[config.mk]
export PLATFORM = sky130hd
export DESIGN_NAME = tmp_result_accum
export DESIGN_NICKNAME = d
export VERILOG_FILES = /design/src/rtl/tmp_pkg.sv /design/src/rtl/tmp_evt_counter.sv /design/src/rtl/tmp_result_accum.sv
export SDC_FILE = /design/constraint.sdc
export NUM_CORES = 1
export LEC_CHECK = 0
export CORE_ASPECT_RATIO = 1.4
export CORE_MARGIN = 2
export CORE_UTILIZATION = 25
export DETAILED_ROUTE_END_ITERATION = 12
export SLEW_MARGIN = 15
export SYNTH_ARGS = -nofsm -noshare
export SYNTH_HDL_FRONTEND = slang
export SYNTH_HIERARCHICAL = 1
export SYNTH_SLANG_ARGS = --single-unit
[constraint.sdc]
create_clock -name clk -period 3.2 [get_ports clk]
set_clock_uncertainty 0.15 [all_clocks]
set_input_delay 0.32 -clock clk [delete_from_list [all_inputs] [get_ports clk]]
set_output_delay 0.32 -clock clk [all_outputs]
set_load 0.01 [all_outputs]
[src/rtl/tmp_pkg.sv]
// tmp_pkg: shared widths, FSM states and saturation helper for the temperature result path
package tmp_pkg;
   localparam int TMP_CNT_W       = 8;
   localparam int TMP_FRAMES_LOG2 = 3;
   localparam int TMP_OUT_W       = 10;
   typedef enum logic [1:0] {IDLE = 2'd0, COUNT = 2'd1, ACCUM = 2'd2, DONE = 2'd3} tmp_state_e;
   function automatic logic signed [31:0] sat_s(input logic signed [31:0] v, input int w);
      logic signed [31:0] hi;
      logic signed [31:0] lo;
      hi = (32'sd1 <<< (w - 1)) - 32'sd1;
      lo = -(32'sd1 <<< (w - 1));
      return v > hi ? hi : v < lo ? lo : v;
   endfunction
endpackage

[src/rtl/tmp_evt_counter.sv]
// tmp_evt_counter: saturating event counter with clear and restart-at-0/1 load
module tmp_evt_counter #(
   parameter int CNT_W = 8
) (
   input  logic             clk,
   input  logic             reset_n,
   input  logic             clr,
   input  logic             ld,
   input  logic             inc,
   output logic [CNT_W-1:0] cnt
);
   // clr wins; ld restarts so an event in the load cycle counts toward the new frame
   always_ff @(posedge clk or negedge reset_n)
      if (!reset_n) cnt <= '0;
      else if (clr) cnt <= '0;
      else if (ld) cnt <= CNT_W'(inc);
      else if (inc && !(&cnt)) cnt <= cnt + 1'b1;
endmodule

[src/rtl/tmp_result_accum.sv]
// tmp_result_accum: per-frame sink/source delta, 2^FRAMES_LOG2 averaging and valid/ready result
module tmp_result_accum
   import tmp_pkg::*;
#(
   parameter int CNT_W       = TMP_CNT_W,
   parameter int FRAMES_LOG2 = TMP_FRAMES_LOG2,
   parameter int OUT_W       = TMP_OUT_W
) (
   input  logic                    clk,
   input  logic                    reset_n,
   input  logic                    enable,
   input  logic                    setup_done,
   input  logic                    snk_evt,
   input  logic                    src_evt,
   input  logic                    frame_done,
   output logic signed [OUT_W-1:0] data,
   output logic                    valid,
   input  logic                    ready,
   output logic                    overrun,
   output logic                    busy
);
   localparam int ACC_W = CNT_W + 1 + FRAMES_LOG2;
   tmp_state_e state, state_nx;
   logic [CNT_W-1:0] snk_cnt, src_cnt;
   logic [FRAMES_LOG2-1:0] frame_idx;
   logic signed [ACC_W-1:0] acc, acc_sh;
   logic signed [CNT_W:0] delta;
   logic go, cnt_clr, cnt_ld, cnt_en, load, enable_q;
   assign go      = enable && setup_done;
   assign cnt_clr = !enable || state == IDLE || (state == COUNT && !setup_done);
   assign cnt_ld  = state == ACCUM;
   assign cnt_en  = state != IDLE;
   assign load    = state == DONE && enable;
   assign delta   = $signed({1'b0, snk_cnt}) - $signed({1'b0, src_cnt});
   assign acc_sh  = acc >>> FRAMES_LOG2;
   assign busy    = state == COUNT || state == ACCUM;
   tmp_evt_counter #(.CNT_W(CNT_W)) u_snk (
      .clk(clk), .reset_n(reset_n), .clr(cnt_clr), .ld(cnt_ld), .inc(snk_evt && cnt_en), .cnt(snk_cnt)
   );
   tmp_evt_counter #(.CNT_W(CNT_W)) u_src (
      .clk(clk), .reset_n(reset_n), .clr(cnt_clr), .ld(cnt_ld), .inc(src_evt && cnt_en), .cnt(src_cnt)
   );
   // next state: enable low aborts from anywhere, a setup_done drop discards the open frame
   always_comb
      state_nx = !enable ? IDLE :
                 state == IDLE  ? (go ? COUNT : IDLE) :
                 state == COUNT ? (!setup_done ? IDLE : frame_done ? ACCUM : COUNT) :
                 state == ACCUM ? (&frame_idx ? DONE : COUNT) :
                 (go ? COUNT : IDLE);
   // FSM, frame accumulator and frame index
   always_ff @(posedge clk or negedge reset_n)
      if (!reset_n) begin
         state     <= IDLE;
         acc       <= '0;
         frame_idx <= '0;
      end else begin
         state <= state_nx;
         if (!enable || state == DONE) begin
            acc       <= '0;
            frame_idx <= '0;
         end else if (state == ACCUM) begin
            acc       <= acc + ACC_W'(delta);
            frame_idx <= frame_idx + 1'b1;
         end
      end
   // one-deep result register with sticky overrun, cleared on an enable rising edge
   always_ff @(posedge clk or negedge reset_n)
      if (!reset_n) begin
         data     <= '0;
         valid    <= 1'b0;
         overrun  <= 1'b0;
         enable_q <= 1'b0;
      end else begin
         enable_q <= enable;
         if (load) begin
            data  <= OUT_W'(sat_s(32'(acc_sh), OUT_W));
            valid <= 1'b1;
         end else if (valid && ready) valid <= 1'b0;
         if (enable && !enable_q) overrun <= 1'b0;
         else if (load && valid && !ready) overrun <= 1'b1;
      end
endmodule

# Word-level counts from Yosys, hierarchy flattened
# Cells that the tools add are included.
# op_classes
mux,24
eq_ne,3
add_sub_neg,5
magnitude_cmp,2
reduce_logical,31
# ops
cell,n
$mux W8,6
$mux W12,2
$mux W10,2
$add A8 B1 Y8 const B,2
$reduce_and A8 Y1,2
$mux W2,7
$add A12 B9 Y12,1
$logic_and A1 B1 Y1,11
$gt A9 B10 Y1 const B,1
$lt A9 B10 Y1 const B,1
$sub A8 B8 Y9,1
$reduce_bool A2 Y1,4
$logic_not A1 Y1,6
$mux W3,2
$reduce_bool A3 Y1,2
$mux W1,5
$eq A2 B2 Y1 const B,2
$logic_or A1 B1 Y1,4
$add A3 B1 Y3 const B,1
$reduce_and A3 Y1,1
$eq A2 B1 Y1 const B,1
$logic_not A2 Y1,1
# word_totals
register_bits,46
output_inout_bits,13
wordCells,74
in_bits,8

# Longest topological paths before layout
# depth
word_depth,6
ltp_mapped,15

# Cells and area by module
# Netlist, hierarchy kept.
# modules_own_cells
module,area_per_inst_um2,seq_area_each_um2,instances,cells_per_inst
tmp_result_accum,2193.4,750.7,1,229
tmp_evt_counter,521.8,200.2,2,48

# Least setup slack after synthesis
# OpenSTA, ideal clock, no wires.
# synth_timing
kind,register to register
start,reg u_snk.cnt[0]
end,reg acc[11]
stages_incl_launch_ff,16
t_required_ns,2.971
arrival_ns,2.992
setup_slack_ns,-0.021
setup_ns,0.079
path_cell_list,dfrtp_1 -> inv_1 -> ha_1 -> fa_1 -> and2b_1 -> o2111ai_1 -> nand2_1 -> nor2_1 -> xnor2_1 -> ha_1 -> a2111oi_4 -> o21ai_2 -> a41oi_2 -> a21oi_2 -> mux2i_1 -> mux2i_1
# synth_between
elab_chain_cells,4
# synth_lines
item,line_no,source
from (decl),tmp_evt_counter.sv:10,output logic [CNT_W-1:0] cnt
from (signal assigned),tmp_evt_counter.sv:16,else if (ld) cnt <= CNT_W'(inc);
from (signal assigned),tmp_evt_counter.sv:17,else if (inc && !(&cnt)) cnt <= cnt + 1'b1;
$sub A8 B8 Y9,tmp_result_accum.sv:34,"assign delta = $signed({1'b0, snk_cnt}) - $signed({1'b0, src_cnt});"
$add A12 B9 Y12,tmp_result_accum.sv:62,acc <= acc + ACC_W'(delta);
$mux W12,tmp_result_accum.sv:61,end else if (state == ACCUM) begin
$mux W12,tmp_result_accum.sv:58,if (!enable || state == DONE) begin
to (signal assigned),tmp_result_accum.sv:62,
to (decl),tmp_result_accum.sv:26,"logic signed [ACC_W-1:0] acc, acc_sh;"
# Every way passes these cells. The select of a mux whose other input is x is not followed.
# A chain may end at the register's enable or synchronous reset.

# Worst setup path after layout
# layout_timing
start,reg u_src.cnt[0]
end,reg acc[11]
# layout_between
elab_chain_cells,4
# layout_lines
item,line_no
from (decl),tmp_evt_counter.sv:10
from (signal assigned),tmp_evt_counter.sv:16
from (signal assigned),tmp_evt_counter.sv:17
$sub A8 B8 Y9,tmp_result_accum.sv:34
$add A12 B9 Y12,tmp_result_accum.sv:62
$mux W12,tmp_result_accum.sv:61
$mux W12,tmp_result_accum.sv:58
# Every way passes these cells. The select of a mux whose other input is x is not followed.

==> out/results.tsv <==
stage	metric	value	unit
setup_path	Worst R2R Path Depth	14	
logic_synthesis	ranking of synthesized cells by area	dfrtp_1, ha_1, mux2i_1	
logic_synthesis	syn_nets	364	
setup_path	critical path endpoint category	register	
routing	Routed WL per cell	13.0	um
global_route	M3 GR Usage	1.81	%
routing	total number of vias	2533	
power	leakage	0.00178	uW
clock_tree	H-tree Lvls	2	
timing	Tightest Pin Transition	0.930	ns
floorplan	Die Y	139	um
global_route	first-pass GRT wire length	12.1	mm
logic_synthesis	#FFs+latches synth	46	
global_route	initial antenna violation count	0	
timing	setup violators final	0	
routing	Via density	4.80	
layout	layout cells sized above 1	23.2	%
global_route	GR Util met1	12.7	%
floorplan	Core Region	12800	um^2
clock_tree	root buffer cell	clkbuf_16	
routing	DRT iter0 DRCs	102	
layout	fillcell total	1331	
layout	commonest non-fill, non-tap cell in the layout	dfrtp_1	
run_status	outcome	complete, no violations	
hold_path	Worst Hold Class	reg -> reg	
logic_synthesis	post-synthesis cell count	325	
timing	setup TNS	0	ns
logic_synthesis	biggest area consumer among synthesized cells	dfrtp_1	
logic_synthesis	dominant synthesized flop cell	dfrtp_1	
global_route	GRT busiest layer	met2	
setup_path	Critical Path RT	3.26	ns
layout	area of the multi-input gates	2010	um^2
routing	Detailed Routing Iterations Pass 1	5	
setup_path	worst-path fanout max	2	
layout	Syn-to-layout area delta	24.5	%
clock_tree	CTS tree	built	
logic_synthesis	fraction of registers with async set/reset	100	%
clock_tree	Sink Count	46	
routing	Post-Route WL	6.87	mm
setup_path	Worst setup SP type	register	
global_route	pin count of the biggest net entering global routing	47	
logic_synthesis	Syn Area/Cell	9.96	um^2
power	Max VDD drop	171	uV
layout	commonest cells after routing, fill and taps aside	dfrtp_1, buf_4, inv_1, ha_1, nor2_1	
clock_tree	Worst-path clk slew	0.07	ns
clock_tree	Clock Tree Buf Depth	2	
setup_path	kind of critical path	reg -> reg	
floorplan	Boundary Pins	21	
placed_design	GPL Wtd Cong	0.838	
clock_tree	Inserted Clock Buffers	5	
global_route	Remaining Overflow, GRT	0	
layout	Register Area	1150	um^2
floorplan	initial core utilization	25.4	%
timing	final worst-path cycle share	99.9	%
logic_synthesis	sequential fraction of the synthesis area	35.6	%
logic_synthesis	Post-synth EDFFs	0	
timing	Max transition margin	37.7	%
timing	Fin Hold WS	0.328	ns
logic_synthesis	library cells used by synthesis	58	
timing	fin crit period	3.20	ns
timing	RSZ-0062 raised after global routing	true	
floorplan	die area	13900	um^2
global_route	vias in the first global route	2623	
timing	final slew viol count	0	
floorplan	Die W	100	um
global_route	M2 GR Usage	18.8	%
hold_path	Worst Hold Depth	1	
logic_synthesis	Ys Warns	6	
logic_synthesis	area share of the largest cell type after synthesis	35.6	%
layout	# diodes	0	
routing	# DRC	0	
power	Pwr per Cell Area	316	nW/um^2
clock_tree	Skew-Pair Late Insertion Delay	0.29	ns
flow_run	MaxCap Viol Count	0	
global_route	Total GRT Usage	10.5	%
floorplan	Rows	49	
placed_design	post-DP HPWL	5.32	mm
layout	Nets	413	
timing	Final Hold Fails	0	
setup_path	worst path arrival time	3.26	ns
logic_synthesis	post-synth design cell area	3240	um^2
routing	remaining antenna violation count	0	
timing	highest clock rate	313	MHz
placed_design	I/O Buffers	20	
metal layers:
layer	wire length, um	vias up
li1	-	1269
met3	163	8
met4	74	0
met2	3640	34
met5	0	-
met1	2990	1222
where the power goes:
group	leakage [uW]	internal, uW	total (uW)	switching (uW)
registers	0.000639	585	588	2.64
logic	0.00106	41.6	98.7	57.2
clock network	0.0000771	369	588	219
total	0.00178	996	1270	279
worst max-delay path: stages (launching register included):
cell       delay [ns]
dfrtp_1          0.41
ha_4             0.17
fa_2             0.32
and2b_1          0.24
o2111ai_2        0.12
nand2_1          0.09
nor2_1           0.05
xnor2_1          0.13
ha_1             0.35
a2111oi_4        0.32
o21ai_2          0.12
a41oi_2          0.20
a21oi_2          0.09
mux2i_1          0.18
mux2i_1          0.19
synth_stat cells (all sizes together), types with 3 or more instances:
cell type / number
xor2: 3
xnor2: 10
and3: 9
nand4b: 4
mux2i: 16
dfrtp: 46
a21o: 5
clkbuf: 5
a21boi: 4
nor3: 4
o21ai: 14
mux2: 8
nand2b: 3
nand2: 24
a311oi: 3
a211oi: 7
o211ai: 4
nand3b: 4
nor3b: 3
nor2b: 8
nor2: 26
nand4: 5
ha: 29
a21oi: 18
or2: 4
or3: 4
inv: 27
a2111oi: 3
worst paths after layout:
| check | start | slack, ns | to |
|---|---|---|---|
| worst max-delay path | u_src/cnt[0]$_DFFE_PN0P_ | 0.003 | acc[11]$_DFFE_PN0P_ |
| worst min register to register | data[9]$_DFFE_PN0P_ | 0.33 | data[9]$_DFFE_PN0P_ |
| max in group asynchronous | reset_n | 2.05 | acc[11]$_DFFE_PN0P_ |
| worst max register to register | u_src/cnt[0]$_DFFE_PN0P_ | 0.003 | acc[11]$_DFFE_PN0P_ |
| min in group asynchronous | reset_n | 0.42 | data[4]$_DFFE_PN0P_ |
| worst min-delay path | data[9]$_DFFE_PN0P_ | 0.33 | data[9]$_DFFE_PN0P_ |
stage by stage:
| step | util [%] | power [uW] | cell area (um^2) | std cells | setup slack [ns] |
|---|---|---|---|---|---|
| 2_1_floorplan | - | 651 | 3250 | 325 | 0.00500 |
| 3_3_place_gp | 29.8 | 694 | 3800 | 517 | -0.0119 |
| 3_5_place_dp | 29.8 | 696 | 3800 | 517 | -0.0537 |
| 4_1_cts | 31.3 | 1300 | 4000 | 526 | -0.0696 |
| 5_1_grt | 31.6 | 1330 | 4030 | 528 | -0.206 |
| 6_report | 31.6 | 1270 | 4030 | 528 | 0.00313 |
kinds of logic after synthesis:
family,after synthesis,share of synthesized area [%]
and+or+nand+nor,105,18.6
buffers and inverters,33,3.83
adders and majority gates,31,12.4
muxes,24,7.73
DFF,46,35.6
xor gates and xnor gates,13,3.52
AOI/OAI and AO/OA,73,18.3
final cells by class:
class	count	area share, %
Clock buffer	6	3.20
Clock inverter	2	0.931
Inverter	27	2.51
Sequential cell	46	28.6
Timing Repair Buffer	48	10.2
Multi-Input combinational cell	246	49.9
Tap cell	153	4.75
state kept, by name, summed over array words and instances (netlist names):
register and cells:
frame_idx 3, overrun 1, valid 1, u_snk/cnt 8, acc 12, u_src/cnt 8
enable_q 1, state 2, data 10
repair_timing:
item / 4_1_cts / 5_1_grt
hold buffers: 0 / 1
setup buffers: 1 / 1
pin swaps: 3 / 7
hold endpoints to repair: 0 / 46
cloned: 0 / 0
resized for setup: 6 / 7
setup endpoints to repair: 2 / 6
No activity file was read; power rests on OpenSTA's default activity.
==> variant, RTL diff (same flow settings) <==
The package constant `TMP_FRAMES_LOG2` goes from 3 to 2.
--- a/src/rtl/tmp_pkg.sv
+++ b/src/rtl/tmp_pkg.sv
@@ -3,3 +3,3 @@
    localparam int TMP_CNT_W       = 8;
-   localparam int TMP_FRAMES_LOG2 = 3;
+   localparam int TMP_FRAMES_LOG2 = 2;
    localparam int TMP_OUT_W       = 10;
Formal check against the unedited RTL: not equivalent (Yosys sat finds a counterexample within 10 cycles, from zero or initial values and one cycle with reset_n low).
==> variant against the unedited design <==
  * Setup slack better by 0.096 ns
  * Power is 2.4% lower
  * Design area is 4.7% lower
  * Largest power group is now clock
  * Sequential cell count is 2 lower
  * Synthesized area is 4.8% lower
  * Cell count is 2.5% lower
  * Die area is 4.6% lower
  * Routed wire length is 2.5% higher
  * Critical endpoint is now acc[10]
  * Via count is 2.3% lower
  * Highest routed layer unchanged
==> variant: results (changes against the unedited design) <==
syn nets=354 (was 364); setup slack at placement=-0.00910 ns (was -0.0537 ns); First-pass DRT Iterations=4 (was 5); Distinct cells, synth=55 (was 58); overall routing resource usage=11.0% (was 10.5%); post-placement cell area=3580 µm² (was 3800 µm²); HPWL Detailed=5240 µm (was 5320 µm); global placer's final weighted congestion=0.818 (was 0.838); leakage=1.69 nW (was 1.78 nW); Slew HR=32.2% (was 37.7%); status=finished, final reports clean (unchanged); HP Class=in -> async (was reg -> reg); DRT iter0 DRCs=91 (was 102); Total Routed Length=7040 µm (was 6870 µm); fin nets=400 (was 413); Regs by FF count=acc x11, data x10 (was acc x12, data x10); vias in the first global route=2506 (was 2623); largest cells by area after synthesis=dfrtp_1 (36%), ha_1 (11%), a21oi_1 (3.9%), mux2i_1 (3.9%), inv_1 (3.4%) (was dfrtp_1 (36%), ha_1 (11%), mux2i_1 (4.9%), inv_1 (3.1%), nor2_1 (3.0%)); global-route wire length before repair=11700 µm (was 12100 µm); largest net degree at the start of global routing=45 (was 47); fill count=1260 (was 1331); layout cells sized above 1=23.8% (was 23.2%); wire per inst=13.7 µm (was 13.0 µm); Cells after Synth=318 (was 325); DR vias/cell=4.81 (was 4.80); most instantiated cells after synthesis=dfrtp_1 (44), inv_1 (28), ha_1 (26), nor2_1 (26) (was dfrtp_1 (46), ha_1 (29), inv_1 (27)); Max VDD drop=0.170 mV (was 0.171 mV); Worst EP arrival=3.17 ns (was 3.26 ns); register area share after synthesis=35.7% (was 35.6%); Net Sw Frac=22.4% (was 21.9%)
==> variant: final timing paths <==
check                                   from            to  slack (ns)  depth (start not counted)
worst max-delay path            u_snk/cnt[1]       acc[10]         0.1                         13
worst min-delay path                 reset_n  u_src/cnt[2]        0.05                          1
worst max register to register  u_snk/cnt[1]       acc[10]         0.1                         13
worst min register to register       data[8]       data[8]        0.33                          1
max in group asynchronous            reset_n  u_src/cnt[4]        2.17                          1
min in group clk                     data[8]       data[8]        0.33                          1
==> variant: metal layers <==
layer | vias up | wire [µm] | track usage [%] | share of wire, %
met5 | - | 0 | 0 | 0
met4 | 0 | 146 | 4.55 | 2.1
met3 | 14 | 209 | 2.53 | 3.0
met2 | 44 | 3810 | 21.1 | 54
met1 | 1189 | 2880 | 11.4 | 41
li1 | 1228 | - | - | -
==> variant: worst max-delay path: stages (launching register included) <==
cell and delay, ns:
dfrtp_1 0.40, ha_1 0.30, a21o_1 0.19, a21oi_2 0.18
a2bb2oi_2 0.17, nor2b_2 0.16, xnor2_1 0.07, ha_2 0.38
nand2_2 0.07, a211oi_2 0.18, o21bai_1 0.12, a2111o_1 0.39
o21ai_2 0.07, mux2i_1 0.18
==> variant: area by class of cell <==
type                    count  area (µm²)  area share, %
multi-input cells         240        1900           49.3
flip-flops and latches     44        1100           28.7
repair buffers             45         387           10.1
well taps                 150         188           4.89
clock buffers               6         129           3.36
inverters                  28         105           2.74
clock inverters             2        35.0          0.912
==> variant: what timing repair did <==
action / 4_1_cts / 5_1_grt
setup endpoints to repair: 1 / 3
gates resized for setup: 2 / 12
hold buffers: 0 / 0
buffers inserted: 0 / 6
pin swaps: 0 / 5
==> variant: power by group through the flow <==
stage          combinational [mW]  sequential, mW  clock [mW]
2_1_floorplan              0.0486           0.572           0
3_3_place_gp               0.0887           0.572           0
3_5_place_dp               0.0905           0.572           0
4_1_cts                    0.0912           0.562       0.602
5_1_grt                     0.103           0.562       0.630
6_report                   0.0924           0.562       0.589
==> variant: cells by family after synthesis <==
group           Yosys count  share of synthesized area (%)
simple gates            105                           19.0
compound gates           75                           18.8
flops                    44                           35.7
buf+inv                  34                           4.34
fa+ha+maj                28                           11.9
mux                      21                           7.19
xor+xnor                 11                           3.13
==> variant: through the flow <==
step	total power, mW	utilization (%)
6_report	1.24	31.5
5_1_grt	1.30	31.5
2_1_floorplan	0.621	-
3_5_place_dp	0.663	29.4
4_1_cts	1.26	30.8
3_3_place_gp	0.661	29.4
